--- config.mk ---
export PLATFORM = sky130hd
export DESIGN_NAME = multicycle_controller
export DESIGN_NICKNAME = d
export VERILOG_FILES = /design/src/rtl/ctrl_pkg.sv /design/src/rtl/cond_unit.sv /design/src/rtl/multicycle_controller.sv
export SDC_FILE = /design/constraint.sdc
export NUM_CORES = 1
export LEC_CHECK = 0
export CELL_PAD_IN_SITES_DETAIL_PLACEMENT = 2
export CELL_PAD_IN_SITES_GLOBAL_PLACEMENT = 2
export CORE_MARGIN = 3
export CORE_UTILIZATION = 22
export DETAILED_ROUTE_END_ITERATION = 6
export GPL_TIMING_DRIVEN = 0
export PLACE_DENSITY_LB_ADDON = 0.2
export SYNTH_ARGS = -nofsm -noshare
export SYNTH_HDL_FRONTEND = slang
export SYNTH_HIERARCHICAL = 1
export SYNTH_SLANG_ARGS = --single-unit
export TNS_END_PERCENT = 20
--- constraint.sdc ---
create_clock -name clk -period 5.1 [get_ports clk]
set_input_delay 0.765 -clock clk [delete_from_list [all_inputs] [get_ports clk]]
set_output_delay 0.765 -clock clk [all_outputs]
set_load 0.005 [all_outputs]
--- src/rtl/ctrl_pkg.sv ---
// Shared encodings for the multicycle ARM control unit: FSM states, condition
// codes, data-processing command codes, datapath mux selects and ALU decode.
package ctrl_pkg;

  typedef enum logic [3:0] {
    S_FETCH  = 4'd0,
    S_DECODE = 4'd1,
    S_MEMADR = 4'd2,
    S_MEMRD  = 4'd3,
    S_MEMWB  = 4'd4,
    S_MEMWR  = 4'd5,
    S_EXECR  = 4'd6,
    S_EXECI  = 4'd7,
    S_ALUWB  = 4'd8,
    S_BRANCH = 4'd9
  } state_e;

  localparam logic [3:0] COND_EQ = 4'h0;
  localparam logic [3:0] COND_NE = 4'h1;
  localparam logic [3:0] COND_CS = 4'h2;
  localparam logic [3:0] COND_CC = 4'h3;
  localparam logic [3:0] COND_MI = 4'h4;
  localparam logic [3:0] COND_PL = 4'h5;
  localparam logic [3:0] COND_VS = 4'h6;
  localparam logic [3:0] COND_VC = 4'h7;
  localparam logic [3:0] COND_HI = 4'h8;
  localparam logic [3:0] COND_LS = 4'h9;
  localparam logic [3:0] COND_GE = 4'hA;
  localparam logic [3:0] COND_LT = 4'hB;
  localparam logic [3:0] COND_GT = 4'hC;
  localparam logic [3:0] COND_LE = 4'hD;
  localparam logic [3:0] COND_AL = 4'hE;

  localparam logic [3:0] CMD_AND = 4'b0000;
  localparam logic [3:0] CMD_EOR = 4'b0001;
  localparam logic [3:0] CMD_SUB = 4'b0010;
  localparam logic [3:0] CMD_ADD = 4'b0100;
  localparam logic [3:0] CMD_TST = 4'b1000;
  localparam logic [3:0] CMD_CMP = 4'b1010;
  localparam logic [3:0] CMD_CMN = 4'b1011;
  localparam logic [3:0] CMD_ORR = 4'b1100;
  localparam logic [3:0] CMD_MOV = 4'b1101;

  localparam logic [2:0] ALU_ADD   = 3'b000;
  localparam logic [2:0] ALU_SUB   = 3'b001;
  localparam logic [2:0] ALU_AND   = 3'b010;
  localparam logic [2:0] ALU_ORR   = 3'b011;
  localparam logic [2:0] ALU_EOR   = 3'b100;
  localparam logic [2:0] ALU_PASSB = 3'b101;

  localparam logic [1:0] RES_ALUOUT    = 2'b00;
  localparam logic [1:0] RES_DATA      = 2'b01;
  localparam logic [1:0] RES_ALURESULT = 2'b10;

  localparam logic [1:0] SRCB_RD2  = 2'b00;
  localparam logic [1:0] SRCB_IMM  = 2'b01;
  localparam logic [1:0] SRCB_FOUR = 2'b10;

  localparam logic [1:0] IMM_DP  = 2'b00;
  localparam logic [1:0] IMM_MEM = 2'b01;
  localparam logic [1:0] IMM_BR  = 2'b10;

  typedef struct packed {
    logic [2:0] alu_ctl;
    logic [1:0] flag_w;
    logic       no_write;
  } alu_dec_t;

  // Unsupported commands decode to a harmless ADD with no register or flag write.
  function automatic alu_dec_t alu_decode(input logic [5:0] funct, input logic ext);
    alu_dec_t   d;
    logic       s;
    logic [1:0] fw_arith;
    logic [1:0] fw_logic;
    s        = funct[0];
    fw_arith = s ? 2'b11 : 2'b00;
    fw_logic = s ? 2'b10 : 2'b00;
    d.alu_ctl  = ALU_ADD;
    d.flag_w   = 2'b00;
    d.no_write = 1'b1;
    case (funct[4:1])
      CMD_ADD: begin d.alu_ctl = ALU_ADD; d.flag_w = fw_arith; d.no_write = 1'b0; end
      CMD_SUB: begin d.alu_ctl = ALU_SUB; d.flag_w = fw_arith; d.no_write = 1'b0; end
      CMD_AND: begin d.alu_ctl = ALU_AND; d.flag_w = fw_logic; d.no_write = 1'b0; end
      CMD_ORR: begin d.alu_ctl = ALU_ORR; d.flag_w = fw_logic; d.no_write = 1'b0; end
      CMD_CMP: begin d.alu_ctl = ALU_SUB; d.flag_w = 2'b11;    d.no_write = 1'b1; end
      CMD_EOR: if (ext) begin d.alu_ctl = ALU_EOR;   d.flag_w = fw_logic; d.no_write = 1'b0; end
      CMD_TST: if (ext) begin d.alu_ctl = ALU_AND;   d.flag_w = 2'b10;    d.no_write = 1'b1; end
      CMD_CMN: if (ext) begin d.alu_ctl = ALU_ADD;   d.flag_w = 2'b11;    d.no_write = 1'b1; end
      CMD_MOV: if (ext) begin d.alu_ctl = ALU_PASSB; d.flag_w = fw_logic; d.no_write = 1'b0; end
      default: ;
    endcase
    return d;
  endfunction

endpackage

--- src/rtl/cond_unit.sv ---
// Architectural NZCV flags register and the ARM condition-code check.
// CondEx is evaluated against the registered flags, so updates land for the next instruction.
module cond_unit
  import ctrl_pkg::*;
(
  input  logic       clk,
  input  logic       reset,
  input  logic [3:0] cond_i,
  input  logic [3:0] alu_flags_i,
  input  logic [1:0] flag_w_i,
  input  logic       flag_en_i,
  output logic       cond_ex_o,
  output logic [3:0] flags_o
);

  logic [3:0] flags_q, flags_d;
  logic       n, z, c, v;
  logic       cond_ex;

  assign {n, z, c, v} = flags_q;

  always_comb begin
    cond_ex = 1'b0;
    case (cond_i)
      COND_EQ: cond_ex = z;
      COND_NE: cond_ex = ~z;
      COND_CS: cond_ex = c;
      COND_CC: cond_ex = ~c;
      COND_MI: cond_ex = n;
      COND_PL: cond_ex = ~n;
      COND_VS: cond_ex = v;
      COND_VC: cond_ex = ~v;
      COND_HI: cond_ex = c & ~z;
      COND_LS: cond_ex = ~c | z;
      COND_GE: cond_ex = (n == v);
      COND_LT: cond_ex = (n != v);
      COND_GT: cond_ex = ~z & (n == v);
      COND_LE: cond_ex = z | (n != v);
      COND_AL: cond_ex = 1'b1;
      default: cond_ex = 1'b0;
    endcase
  end

  always_comb begin
    flags_d = flags_q;
    if (flag_en_i && cond_ex) begin
      if (flag_w_i[1]) flags_d[3:2] = alu_flags_i[3:2];
      if (flag_w_i[0]) flags_d[1:0] = alu_flags_i[1:0];
    end
  end

  always_ff @(posedge clk) begin
    if (reset) flags_q <= 4'b0000;
    else       flags_q <= flags_d;
  end

  assign cond_ex_o = cond_ex;
  assign flags_o   = flags_q;

endmodule

--- src/rtl/multicycle_controller.sv ---
// Multicycle ARM control unit: per-instruction sequencing FSM, ALU decode and
// write-enable generation; flags and condition check live in cond_unit.
//
// state  | meaning
// FETCH  | read instruction at PC, PC <= PC+4 (waits on MemRdy when MEM_WAIT)
// DECODE | read registers, compute PC+8 for branch/PC reads
// MEMADR | compute load/store address
// MEMRD  | read data memory (waits on MemRdy)
// MEMWB  | write loaded data to register file
// MEMWR  | write data memory (waits on MemRdy)
// EXECR  | ALU op with register operand, update flags
// EXECI  | ALU op with immediate operand, update flags
// ALUWB  | write ALU result to register file
// BRANCH | write branch target to PC
module multicycle_controller
  import ctrl_pkg::*;
#(
  parameter int unsigned EXT_OPS  = 0,
  parameter int unsigned MEM_WAIT = 0
) (
  input  logic       clk,
  input  logic       reset,
  input  logic [3:0] Cond,
  input  logic [1:0] Op,
  input  logic [5:0] Funct,
  input  logic [3:0] Rd,
  input  logic [3:0] ALUFlags,
  input  logic       MemRdy,
  output logic       PCWrite,
  output logic       AdrSrc,
  output logic       MemW,
  output logic       IRWrite,
  output logic       RegW,
  output logic [1:0] ResultSrc,
  output logic       ALUSrcA,
  output logic [1:0] ALUSrcB,
  output logic [1:0] ImmSrc,
  output logic [1:0] RegSrc,
  output logic [2:0] ALUControl,
  output logic [3:0] Flags,
  output logic [3:0] State
);

  state_e     state_q, state_d, cur_st;
  alu_dec_t   dec;
  logic       mem_rdy;
  logic       cond_ex;
  logic       flag_en;
  logic       pc_write, ir_write, reg_w, mem_w;
  logic       adr_src, alu_src_a;
  logic [1:0] result_src, alu_src_b, imm_src, reg_src;
  logic [2:0] alu_ctl;

  assign mem_rdy = (MEM_WAIT != 0) ? MemRdy : 1'b1;
  assign dec     = alu_decode(Funct, EXT_OPS != 0);

  always_ff @(posedge clk) begin
    if (reset) state_q <= S_FETCH;
    else       state_q <= state_d;
  end

  always_comb begin
    state_d = state_q;
    case (state_q)
      S_FETCH:  if (mem_rdy) state_d = S_DECODE;
      S_DECODE: begin
        case (Op)
          2'b01:   state_d = S_MEMADR;
          2'b10:   state_d = S_BRANCH;
          2'b00:   state_d = Funct[5] ? S_EXECI : S_EXECR;
          default: state_d = S_FETCH;
        endcase
      end
      S_MEMADR: state_d = Funct[0] ? S_MEMRD : S_MEMWR;
      S_MEMRD:  if (mem_rdy) state_d = S_MEMWB;
      S_MEMWR:  if (mem_rdy) state_d = S_FETCH;
      S_EXECR,
      S_EXECI:  state_d = S_ALUWB;
      S_MEMWB,
      S_ALUWB,
      S_BRANCH: state_d = S_FETCH;
      default:  state_d = S_FETCH;
    endcase
  end

  // During reset the datapath sees FETCH selects; write enables are masked below.
  assign cur_st = reset ? S_FETCH : state_q;

  always_comb begin
    pc_write   = 1'b0;
    ir_write   = 1'b0;
    reg_w      = 1'b0;
    mem_w      = 1'b0;
    adr_src    = 1'b0;
    alu_src_a  = 1'b0;
    result_src = RES_ALUOUT;
    alu_src_b  = SRCB_RD2;
    imm_src    = IMM_DP;
    reg_src    = 2'b00;
    alu_ctl    = ALU_ADD;
    case (cur_st)
      S_FETCH: begin
        alu_src_a  = 1'b1;
        alu_src_b  = SRCB_FOUR;
        result_src = RES_ALURESULT;
        ir_write   = mem_rdy;
        pc_write   = mem_rdy;
      end
      S_DECODE: begin
        alu_src_a  = 1'b1;
        alu_src_b  = SRCB_FOUR;
        result_src = RES_ALURESULT;
        reg_src[0] = (Op == 2'b10);
        reg_src[1] = (Op == 2'b01);
      end
      S_EXECR: begin
        alu_src_b = SRCB_RD2;
        alu_ctl   = dec.alu_ctl;
      end
      S_EXECI: begin
        alu_src_b = SRCB_IMM;
        alu_ctl   = dec.alu_ctl;
      end
      S_MEMADR: begin
        alu_src_b = SRCB_IMM;
        imm_src   = IMM_MEM;
      end
      S_MEMRD:  adr_src = 1'b1;
      S_MEMWR: begin
        adr_src = 1'b1;
        mem_w   = cond_ex;
      end
      S_MEMWB: begin
        result_src = RES_DATA;
        reg_w      = cond_ex;
        pc_write   = cond_ex & (Rd == 4'hF);
      end
      S_ALUWB: begin
        result_src = RES_ALUOUT;
        reg_w      = cond_ex & ~dec.no_write;
        pc_write   = cond_ex & ~dec.no_write & (Rd == 4'hF);
      end
      S_BRANCH: begin
        alu_src_b  = SRCB_IMM;
        imm_src    = IMM_BR;
        result_src = RES_ALURESULT;
        pc_write   = cond_ex;
      end
      default: ;
    endcase
  end

  assign flag_en = ~reset & ((state_q == S_EXECR) || (state_q == S_EXECI));

  cond_unit u_cond (
    .clk         (clk),
    .reset       (reset),
    .cond_i      (Cond),
    .alu_flags_i (ALUFlags),
    .flag_w_i    (dec.flag_w),
    .flag_en_i   (flag_en),
    .cond_ex_o   (cond_ex),
    .flags_o     (Flags)
  );

  assign PCWrite    = pc_write & ~reset;
  assign IRWrite    = ir_write & ~reset;
  assign RegW       = reg_w & ~reset;
  assign MemW       = mem_w & ~reset;
  assign AdrSrc     = adr_src;
  assign ALUSrcA    = alu_src_a;
  assign ALUSrcB    = alu_src_b;
  assign ResultSrc  = result_src;
  assign ImmSrc     = imm_src;
  assign RegSrc     = reg_src;
  assign ALUControl = alu_ctl;
  assign State      = cur_st;

endmodule

==> run metrics, run 1 <==
Cell Pwr Density about 150 nW/um^2; I/O Pins 48; synth warn 6; maximum clock rate between 200 and 250 MHz; post-route setup TNS 0 ps; post-CTS setup buffers 0; Min Clock Period, post-route slightly above 4000 ps; Via density around 5; CTS root buf clkbuf_8; MaxCap Viol Count 0; CP dominant cell by count clkdlybuf4s50_1; Critical-path top delay cell clkdlybuf4s50_1; path depth of the worst reg2reg path 5; most used flip-flop cell after synthesis dfxtp_1; Buffers on Ports 45; DR vias ~1200; largest net degree at the start of global routing 11; CP max FO 10; ANT cells 0; Seq. cell area approximately 160 um^2; part of the cycle the worst path needs 0.799; Die Y around 73 um; synthesis-to-layout area growth 56.4%; Worst setup SP type input pin; VDD IR max approximately 0.00011 V; Cell variety after synth 52; crit path cell chain clkdlybuf4s50_1 > buf_6 > or3b_1 > a21oi_2 > o31ai_2 > nand3_1 > inv_1 > nor4_1 > a21boi_1 > clkdlybuf4s50_1; type of the worst setup path in2out; Async SR Flop Fraction 0; hpwl dp a little under 3000 um; Die ar. around 5300 um^2; Crit path required time between 4000 and 5000 ps; Syn Area/Cell approximately 7.5 um^2; Area contributors post-synth dfxtp_1 (16%), mux2i_1 (5.1%), nand2b_1 (5.1%), nand2_1 (3.8%), nor3b_1 (3.8%); Setup Viol. Count Final 0; Pleak approximately 0.57 nW; RePlAce Congestion about 0.73; DRC 0; # nets final 205; global-route wire length before repair just under 6000 um; Reg clk slew, reported paths roughly 40 ps; Die X 72.9 um; CTS tree done; Finished Cell Area between 1500 and 2000 um^2; critical path endpoint category output port; DP Area 1500 um^2; drt first pass iters 2; Cells after Synth 132; initial drt markers 27; Post-Synthesis Cell Area about 980 um^2; standard-cell rows 23; ANT nets after route 0; worst stage delay on the critical path about 530 ps; Hold Path Depth 2; H-tree depth 1; CP Data Arrival Time approximately 3300 ps; hold buffers post-CTS 0; share of cells above drive strength 1 0.111; Longest Clk Path Bufs 2; GRT Overall Usage 0.140; most common cell after layout, fill and taps aside clkdlybuf4s50_1; initial core utilization 0.237; # clock sinks 8; Multi-input gate area about 740 um^2; drt wl/cell ~16 um; register area share after synthesis 0.163; unrepaired setup endpoints after global routing no; CTS Buf Count 3; fill count between 400 and 500; EDFF count, synth 0; Hold Fails Final Rpt 0; fin. max-slew vios 0; grt ovf 0; skew final between 5 and 6 ps; Post-Syn Nets about 160; commonest cells after routing, fill and taps aside clkdlybuf4s50_1 (45), nand2_1 (10), nor2_1 (8), nand2b_1 (8), dfxtp_1 (8); type of the tightest min-delay check reg2reg; outcome finished, final reports clean; clock latency on the worst-skew pair 230 ps; initial antenna violation count 0; Post-Route WL between 3000 and 4000 um; vias in the first global route ~1300; Synth top area share 0.163; area leader, netlist dfxtp_1; Yosys reg bits 8; CTS resizes 0; core area between 4000 and 5000 um^2
cell families (layout without fill, tap and decap cells):
group / count (synthesis) / after routing / share of synthesized area
flops: 8 / 8 / 0.163
compound gates: 28 / 28 / 0.196
other cells: 1 / 1 / 0.00381
buf+inv: 14 / 62 / 0.0801
xor+xnor: 5 / 5 / 0.0445
mux: 5 / 5 / 0.0509
simple gates: 71 / 71 / 0.462
through the flow:
step,utilization,worst slack (ps),instances,power (mW),hold slack [ps]
after floorplan,-,2320,132,0.110,512
after global placement,0.361,1160,227,0.152,547
after detailed placement,0.361,981,227,0.156,584
after CTS,0.371,980,230,0.234,590
after global routing,0.371,848,230,0.246,608
final,0.371,1020,230,0.231,583
flip-flops by register name (all words and copies together), names as in the netlist:
signal	cells
u_cond/flags_o	4
state_q	4
power breakdown:
part | switching [mW] | internal, mW | total [mW]
Clock | 0.0255 | 0.0512 | 0.0767
Combinational | 0.0408 | 0.0470 | 0.0877
Sequential | 0.00116 | 0.0649 | 0.0661
layer usage:
layer,global-route usage,routed length (um)
met1,0.183,1650
met2,0.246,1850
met3,0.0207,170
met4,0.0246,14
met5,0,0
area by class of cell:
cell class                 count  share of cell area
inverter                       6              0.0146
sequential                     8               0.104
buffer                         8              0.0366
timing repair buffer          45               0.293
clock buffer                   3              0.0269
multi-input combinational    110               0.484
tap                           50              0.0407
worst paths after layout:
path	startpoint	endpoint	slack [ps]
worst max-delay path	Cond[0]	RegW	1020
worst min-delay path	state_q[3]$_SDFF_PP0_	state_q[3]$_SDFF_PP0_	580
worst max register to register	u_cond/flags_o[3]$_SDFFE_PP0P_	u_cond/flags_o[0]$_SDFFE_PP0P_	3320
worst min register to register	state_q[3]$_SDFF_PP0_	state_q[3]$_SDFF_PP0_	580
synthesized netlist by cell type, drive strengths merged, types with 2 or more instances:
cell type and count:
mux2i 5, and3b 3, and3 2, xnor2 3, or2b 3, nor3b 5, nor3 5, and2b 5
or3b 3, nor4 3, a21oi 7, nand2 10, buf 7, xor2 2, a31oi 3, o21ai 5
nand2b 9, nor2b 4, inv 6, a211oi 2, dfxtp 8, nor2 8, nand3 3, o31ai 2
critical path: cells and delay by family:
kind	cells	cell delay, ps
buf+inv	4	1260
simple gates	3	790
compound gates	3	500
(Power assumes the default switching activity.)
==> run 2, diff against run 1 <==
--- a/config.mk
+++ b/config.mk
@@ -8,7 +8,7 @@
 export CELL_PAD_IN_SITES_DETAIL_PLACEMENT = 2
 export CELL_PAD_IN_SITES_GLOBAL_PLACEMENT = 2
 export CORE_MARGIN = 3
-export CORE_UTILIZATION = 22
+export CORE_UTILIZATION = 21
 export DETAILED_ROUTE_END_ITERATION = 6
 export GPL_TIMING_DRIVEN = 0
 export PLACE_DENSITY_LB_ADDON = 0.2
==> constraint.sdc (replaced) <==
create_clock -name clk -period 4.2 [get_ports clk]
set_input_delay 0.63 -clock clk [delete_from_list [all_inputs] [get_ports clk]]
set_output_delay 0.63 -clock clk [all_outputs]
set_load 0.005 [all_outputs]
==> run metrics, run 2 (synthesized netlist as in run 1, its figures left out) <==
Min Clock Period, post-route roughly 3800 ps; Die ar. 5540 um^2 (+4.4%); initial antenna violation count 0 (unchanged); drt first pass iters 2 (unchanged); most common cell after layout, fill and taps aside clkdlybuf4s50_1; Post-Route WL 3520 um (-4.4%); Logic pwr share 0.378 (-0.003); Buffers on Ports 45 (unchanged); critical path endpoint category output port; GRT Overall Usage 0.131 (-0.00931); Setup Viol. Count Final 0 (unchanged); standard-cell rows 24 (+4.3%); Core Util, Final 0.347 (-0.0245); type of the tightest min-delay check reg2reg; CP Data Arrival Time 3120 ps (-190 ps); # clock sinks 8 (unchanged); CTS tree done; Via density 4.92 (-1.8%); Sw Ratio 0.295 (+0.00214); Crit path required time 3570 ps (-770 ps); Int Power 0.198 mW (+21%); CTS root buf clkbuf_8; Seq pwr share 0.285 (-0.002); Longest Clk Path Bufs 2 (unchanged); RR Startpoint u_cond/flags_o[0]$_SDFFE_PP0P_; Crit. Startpoint Cond[0]; MaxCap Viol Count 0 (unchanged); CTS resizes 0 (unchanged); ANT nets after route 0 (unchanged); VDD IR max 0.000197 V (+76%); Worst setup SP type input pin; synthesis-to-layout area growth 56.6%; unrepaired setup endpoints after global routing no; core area 4440 um^2 (+7.2%); DRC 0 (unchanged); type of the worst setup path in2out; commonest cells after routing, fill and taps aside clkdlybuf4s50_1 (45), nand2_1 (10), nor2_1 (8), nand2b_1 (8), dfxtp_1 (8); I/O Pins 48 (unchanged); CTS Buf Count 3 (unchanged); post-CTS setup buffers 0 (unchanged); skew final 0.340 ps (-4.82 ps); part of the cycle the worst path needs 0.894; drt wl/cell 15.2 um (-5.2%); post-route setup TNS 0 ps (unchanged); Clock power frac 0.337 (+0.004); Pleak 0.566 nW (unchanged); share of cells above drive strength 1 0.111 (unchanged); fill count 518 (+4.9%); fin. max-slew vios 0 (unchanged); Die Y 74.4 um (+2.2%); initial core utilization 0.221 (-0.0160); vias in the first global route 1240 (-0.80%); largest net degree at the start of global routing 11 (unchanged); initial drt markers 25 (-7.4%); DR vias 1141 (-0.95%); hpwl dp 2870 um (-3.6%); Seq. cell area 160 um^2 (unchanged); global-route wire length before repair 5750 um (-3.6%); CP max FO 10 (unchanged); RePlAce Congestion 0.733 (+0.81%); Die X 74.4 um (+2.2%); hold buffers post-CTS 0 (unchanged); hold wc startpoint state_q[3]$_SDFF_PP0_; outcome finished, final reports clean; grt ovf 0 (unchanged); Cell Pwr Density 182 nW/um^2 (+22%); maximum clock rate roughly 270 MHz; Multi-input gate area 744 um^2 (unchanged); # nets final 205 (unchanged); Sw Pwr 0.0828 mW (+23%); H-tree depth 1 (unchanged); Reg clk slew, reported paths 40 ps (about the same); Hold Fails Final Rpt 0 (unchanged); ANT cells 0 (unchanged); clock latency on the worst-skew pair 230 ps (about the same)
-- run 2: metrics by stage --
step	setup WS (ps)	std cells	power, mW	area (um^2)	hold slack [ps]
floorplan	1690	132	0.134	983	512
global placement	518	229	0.185	1500	549
detailed placement	418	229	0.189	1500	553
CTS	411	232	0.287	1540	559
global route	226	232	0.303	1540	600
finish	447	232	0.281	1540	549
-- run 2: per-layer routing --
layer,global-route usage,share of wire
met5,0,0
met4,0.0474,0.012
met3,0.0189,0.046
met2,0.219,0.47
met1,0.171,0.47
-- run 2: worst max-delay path, cell delays in order --
cell and delay, ps:
clkdlybuf4s50_1 510, buf_6 150, or3b_1 370, a21oi_2 160, o31ai_2 90, nand3_1 130
inv_1 60, nor4_1 260, a32o_1 240, clkdlybuf4s50_1 510
-- run 2: path summary, 6_finish.rpt --
kind / endpoint / slack (ps) / depth (start not counted)
max: PCWrite / 450 / 10
min: state_q[3]$_SDFF_PP0_ / 550 / 2
max reg2reg: u_cond/flags_o[1]$_SDFFE_PP0P_ / 2450 / 5
min reg2reg: state_q[3]$_SDFF_PP0_ / 550 / 2
-- run 2: cell type report --
| class | count | area share |
|---|---|---|
| Buffer | 8 | 0.0366 |
| Inverter | 6 | 0.0146 |
| Multi-Input combinational cell | 110 | 0.483 |
| Clock buffer | 3 | 0.0268 |
| Timing Repair Buffer | 45 | 0.292 |
| Tap cell | 52 | 0.0422 |
| Sequential cell | 8 | 0.104 |
-- run 2: power groups by stage --
stage	logic [mW]	registers (mW)	clock network, mW
after floorplan	0.0527	0.0811	0
after global placement	0.104	0.0813	0
after detailed placement	0.107	0.0815	0
after CTS	0.108	0.0801	0.0993
after global routing	0.118	0.0803	0.105
final	0.106	0.0801	0.0947
